[config.mk]
export PLATFORM = sky130hd
export DESIGN_NAME = jzjpcc_mmio_bank
export DESIGN_NICKNAME = d
export VERILOG_FILES = /design/src/rtl/jzjpcc_mmio_bank.sv
export SDC_FILE = /design/constraint.sdc
export NUM_CORES = 2
export LEC_CHECK = 0
export ABC_CLOCK_PERIOD_IN_PS = 3700
export CORE_AREA = 2 2 338 340
export DETAILED_ROUTE_END_ITERATION = 10
export DIE_AREA = 0 0 340 342
export PLACE_DENSITY = 0.71
export SETUP_SLACK_MARGIN = 0.4
export SLEW_MARGIN = 20
export SYNTH_ARGS = -nofsm -noshare
export SYNTH_HDL_FRONTEND = slang
export SYNTH_SLANG_ARGS = --single-unit
[constraint.sdc]
create_clock -name clock -period 3.7 [get_ports clock]
set_input_delay 0.37 -clock clock [delete_from_list [all_inputs] [get_ports clock]]
set_output_delay 0.37 -clock clock [all_outputs]
set_load 0.005 [all_outputs]
[src/rtl/jzjpcc_mmio_bank.sv]
// Memory-mapped I/O bank: per-channel output, direction and synchronised input
// registers, with sticky change flags gated by an enable mask into an irq.
module jzjpcc_mmio_bank #(
   parameter int          NUM_PORTS   = 8,
   parameter int          SYNC_STAGES = 2,
   parameter logic [31:0] BASE_ADDR   = 32'hFFFFFE00
) (
   input  logic                      clock,
   input  logic                      reset,
   input  logic [29:0]               memAddress,
   input  logic                      memWriteEnable,
   input  logic [3:0]                memByteMask,
   input  logic [31:0]               memDataToWrite,
   output logic [31:0]               memDataRead,
   output logic                      hit,
   input  logic [32*NUM_PORTS-1:0]   portIn,
   output logic [32*NUM_PORTS-1:0]   portOut,
   output logic [32*NUM_PORTS-1:0]   portDir,
   output logic                      irq
);

   localparam int          PW         = 32 * NUM_PORTS;
   localparam logic [29:0] BASE_WORD  = BASE_ADDR[31:2];
   localparam logic [2:0]  PRIME_MAX  = 3'(SYNC_STAGES + 1);
   localparam logic [31:0] VALID      = (NUM_PORTS == 32) ? 32'hFFFFFFFF
                                        : 32'((64'd1 << NUM_PORTS) - 64'd1);
   localparam logic [6:0]  OFF_FLAGS  = 7'd96;
   localparam logic [6:0]  OFF_ENABLE = 7'd97;

   logic [SYNC_STAGES-1:0][PW-1:0] sync_q;
   logic [PW-1:0]                  prev_q;
   logic [PW-1:0]                  in_val;
   logic [NUM_PORTS-1:0][31:0]     out_q;
   logic [NUM_PORTS-1:0][31:0]     dir_q;
   logic [31:0]                    flags_q;
   logic [31:0]                    enable_q;
   logic [2:0]                     prime_q;
   logic                           primed;
   logic [29:0]                    off;
   logic [6:0]                     off7;
   logic                           wr;
   logic [31:0]                    wmask;
   logic [31:0]                    changed;
   logic [31:0]                    clear;
   logic [31:0]                    flags_next;
   logic [31:0]                    rdata;

   assign off     = memAddress - BASE_WORD;
   assign off7    = off[6:0];
   assign hit     = (off < 30'd128);
   assign wr      = memWriteEnable & hit;
   assign wmask   = {{8{memByteMask[3]}}, {8{memByteMask[2]}},
                     {8{memByteMask[1]}}, {8{memByteMask[0]}}};
   assign in_val  = sync_q[SYNC_STAGES-1];
   assign primed  = (prime_q == PRIME_MAX);
   assign portOut = out_q;
   assign portDir = dir_q;

   // A fresh change always beats a same-cycle W1C so no event is lost.
   always_comb begin
      changed = '0;
      for (int i = 0; i < NUM_PORTS; i++)
         changed[i] = (in_val[32*i +: 32] != prev_q[32*i +: 32]);
      clear = '0;
      if (wr && off7 == OFF_FLAGS)
         clear = memDataToWrite & wmask & VALID;
      flags_next = (flags_q & ~clear) | (primed ? changed : 32'd0);
   end

   always_comb begin
      rdata = '0;
      for (int i = 0; i < NUM_PORTS; i++) begin
         if (off7 == 7'(i))      rdata = out_q[i];
         if (off7 == 7'(32 + i)) rdata = in_val[32*i +: 32];
         if (off7 == 7'(64 + i)) rdata = dir_q[i];
      end
      if (off7 == OFF_FLAGS)  rdata = flags_q;
      if (off7 == OFF_ENABLE) rdata = enable_q;
   end

   always_ff @(posedge clock) begin
      if (reset) begin
         sync_q      <= '0;
         prev_q      <= '0;
         out_q       <= '0;
         dir_q       <= '0;
         flags_q     <= '0;
         enable_q    <= '0;
         prime_q     <= '0;
         memDataRead <= '0;
         irq         <= 1'b0;
      end else begin
         sync_q[0] <= portIn;
         for (int s = 1; s < SYNC_STAGES; s++)
            sync_q[s] <= sync_q[s-1];
         prev_q <= in_val;
         if (!primed)
            prime_q <= prime_q + 3'd1;
         flags_q     <= flags_next;
         irq         <= |(flags_q & enable_q);
         memDataRead <= hit ? rdata : 32'd0;
         if (wr) begin
            for (int i = 0; i < NUM_PORTS; i++) begin
               if (off7 == 7'(i))
                  out_q[i] <= (out_q[i] & ~wmask) | (memDataToWrite & wmask);
               if (off7 == 7'(64 + i))
                  dir_q[i] <= (dir_q[i] & ~wmask) | (memDataToWrite & wmask);
            end
            if (off7 == OFF_ENABLE)
               enable_q <= ((enable_q & ~wmask) | (memDataToWrite & wmask)) & VALID;
         end
      end
   end

endmodule

==> summary.md <==
| Metric | Value |
|---|---|
| Synth Area in Simple Gates | `0.2255` |
| Adder-Cell Fraction of Synth Area | `0.0007145` |
| Clock sinks | `1,332` |
| Worst VDD drop | `436.8 uV` |
| Top FF cell, synth | `dfxtp_1` |
| CP Data Arrival Time | `3.95 ns` |
| Clock latency on the worst-skew pair | `0.78 ns` |
| Core box area | `113,100 um^2` |
| Flop2flop setup slack | `1.03 ns` |
| Initial core utilization | `0.4645` |
| Worst path cell trace | `clkdlybuf4s50_1, buf_4, or4b_2, nor2_1, buf_4, a22oi_1, o21ai_0, nor2_1, a2111o_1, a21oi_2` |
| Power Total | `31,350 uW` |
| First-pass GRT wire length | `327.7 mm` |
| NetSw | `7484 uW` |
| Net Sw Frac | `0.2387` |
| Synth Area in XOR/XNOR | `0.04335` |
| Register bit count reported by yosys | `1,332` |
| I/O Buffers | `870` |
| Worst r2r path cells | `6` |
| H-tree Lvls | `4` |
| Setup violations, final | `0` |
| Worst path required time | `4.40 ns` |
| CTS tree | `built` |
| Hold crit path type | `in2reg` |
| Max_cap viols | `0` |
| Die X-Extent | `340 um` |
| Static Leak | `0.03015 uW` |
| Gr usage total | `0.3988` |
| DR vias/cell | `5.850` |
| Ys async rst share | `0` |
| Final net count | `6,334` |
| Crit path largest cell delay | `0.74 ns` |
| F_max | `0.3081 GHz` |
| DP HPWL | `185.9 mm` |
| Register area share after synthesis | `0.5076` |
| Vert. Die Dim | `342 um` |
| Dpl cell area | `64,070 um^2` |
| Largest family of logic cells by synthesized area | `simple AND/OR/NAND/NOR gates` |
| Post-synthesis mux area share | `0.1001` |
| Cell area after synthesis | `52,530 um^2` |
| Syn Inst Count | `5,135` |
| Routed WL per cell | `31.54 um` |
| R2r startpoint | `in_val[2]` |
| Number of flops mapped to enable cells by yosys | `0` |
| Worst path slowest cell | `or4b_2` |
| Int Power | `23,860 uW` |
| Logic pwr share | `0.064` |
| Sum of negative setup slack | `0 ns` |
| Bufs on Longest Clock Path | `3` |
| Routed wire length | `240.6 mm` |
| Final hold slack | `0.1402 ns` |
| Synth cell count leaders | `dfxtp_1 (1,332), nor2b_1 (772), nand2b_1 (561), mux2i_1 (524), clkbuf_1 (335)` |
| Post-synth top area share | `0.5076` |
| Initial antenna violation count | `13` |
| CP Class | `in2reg` |
| Post-route ant nets | `0` |
| Max Slew Vio Count | `0` |
| Hold worst-path end | `sync_q[209]` |
| Most frequent cell after synthesis | `dfxtp_1` |
| Capturing point of the worst reg2reg path | `memDataRead[2]` |
| RSZ-0062 raised after global routing | `no` |
| Vias in the first global route | `41,965` |
| Hold Path Depth | `2` |
| Initial DRT Pass Iterations | `7` |
| Post-synthesis cell type count | `75` |
| Reg power frac | `0.480` |
| CTS Buf Count | `139` |
| Crit-path max FO | `19` |
| Crit start category | `input pin` |
| Synth warn | `0` |
| Die area | `116,300 um^2` |
| Worst Setup End Kind | `flip-flop` |
| Worst rel slew slack | `0.2228` |
| Rows | `124` |
| Final instance area | `68,860 um^2` |
| Layout cells sized above 1 | `0.09451` |
| Total nets after synthesis | `5,463` |
| Final hold violations | `0` |
| Largest net degree at the start of global routing | `262` |
| Mapped Avg Cell Area | `10.23 um^2` |
| DRC Markers | `0` |
| PwrDens | `455.2 nW/um^2` |
| Post-synth top area cell | `dfxtp_1` |
| Initial DRC Count | `5,656` |
| Placer congestion estimate | `1.050` |
| Synth Area in Compound Gates | `0.09372` |
| Area grow syn2layout | `31.08%` |
| Area contributors post-synth | `dfxtp_1 (51%), mux2i_1 (10%), nor2b_1 (9.2%)` |
| Reg clk slew, reported paths | `0.06 ns` |
| Slew at the pin with the worst max-slew slack | `1.154 ns` |
| Final clock skew | `0.01881 ns` |
| Via count | `44,633` |
| IO Pins | `871` |
| Clock root cell | `clkbuf_16` |
| Hold_sp | `portIn[209]` |
| Clock network power share | `0.456` |
| Fin crit period | `3.246 ns` |
| Status | `completed` |
| Tcrit/Tclk final | `0.8773` |
| Total gr overflow | `0` |
## worst max-delay path: cells and delay by family
family | cells | cell delay [ns]
compound gates | 4 | 1.19
buf+inv | 3 | 1.23
simple gates | 3 | 1.14
## cell families (layout without fill, tap and decap cells)
logic type	after synthesis	after routing
mux	525	525
flops	1332	1332
xor+xnor	260	260
fa+ha+maj	3	3
compound gates	666	666
buf+inv	393	1374
simple gates	1956	1956
other cells	0	2
## layout by cell type (no fill, tap or decap), drive strengths merged, types with 19 or more instances in the layout
cell type / netlist / layout
dfxtp: 1332 / 1332
clkdlybuf4s50: 0 / 855
nor2b: 772 / 772
nand2b: 561 / 561
mux2i: 524 / 524
xor2: 259 / 259
buf: 51 / 247
nor2: 221 / 221
clkbuf: 335 / 200
o21ai: 111 / 111
nand4: 86 / 86
nand2: 82 / 82
a21oi: 80 / 80
nor4: 68 / 68
a22oi: 63 / 63
a22o: 59 / 59
o22ai: 54 / 54
nand3: 50 / 50
nor3: 49 / 49
a221oi: 44 / 44
a222oi: 32 / 32
o211ai: 31 / 31
clkinv: 2 / 31
o221ai: 25 / 25
a221o: 24 / 24
a211oi: 24 / 24
o2111ai: 22 / 22
o22a: 19 / 19
## area by class of cell
cell class / count / area (um^2)
Multi-Input combinational cell: 3410 / 24560
Tap cell: 1512 / 1892
Fill cell: 9439 / 44240
Clock inverter: 51 / 626.9
Antenna cell: 2 / 5.005
Clock buffer: 200 / 4021
Inverter: 7 / 26.28
Timing Repair Buffer: 1116 / 11060
Sequential cell: 1332 / 26670
## worst max path at each step
stage | depth (start not counted) | from | slack, ns | to
finish | 10 | memAddress[0] | 0.45 | memDataRead[10]
global placement | 9 | memAddress[0] | -0.27 | memDataRead[2]
global route | 9 | memAddress[7] | 0.40 | hit
detailed placement | 9 | memAddress[0] | -0.28 | memDataRead[2]
CTS | 8 | memAddress[13] | 0.40 | hit
floorplan | 10 | memAddress[7] | 0.97 | memDataRead[12]
## per-layer routing
layer  up-vias  share of wire  wire, um  GRT usage
met4        10          0.063     15220     0.2148
met1     21946           0.40     96150     0.5131
li1      19398              -         -          -
met2      2661           0.43    103900     0.6037
met3       618           0.11     25270     0.1157
met5         -        0.00028        68          0
## timing repair
| action | 4_1_cts | 5_1_grt |
|---|---|---|
| buffers inserted | 1 | 0 |
| gates resized for setup | 15 | 18 |
| setup endpoints to repair | 1 | 1 |
| pin swaps | 2 | 3 |
| endpoints found under the hold margin | 11 | 0 |
| hold buffers | 1 | 0 |
## power by group through the flow
| stage | registers [uW] | clock network [uW] | logic, uW |
|---|---|---|---|
| after floorplan | 15100 | 0 | 1010 |
| after global placement | 15300 | 0 | 1950 |
| after detailed placement | 15300 | 0 | 1960 |
| after CTS | 15000 | 14400 | 1970 |
| after global routing | 15000 | 15000 | 2100 |
| final | 15000 | 14300 | 2010 |
## through the flow
stage               utilization  std cells  setup slack, ns
global placement         0.5665       7375          -0.2734
finish                   0.6088       7630           0.4540
detailed placement       0.5665       7375          -0.2758
global route             0.6088       7628           0.4001
floorplan                     -       5135           0.9700
CTS                      0.6082       7628           0.4038
Power figures use the tool's default switching activity.
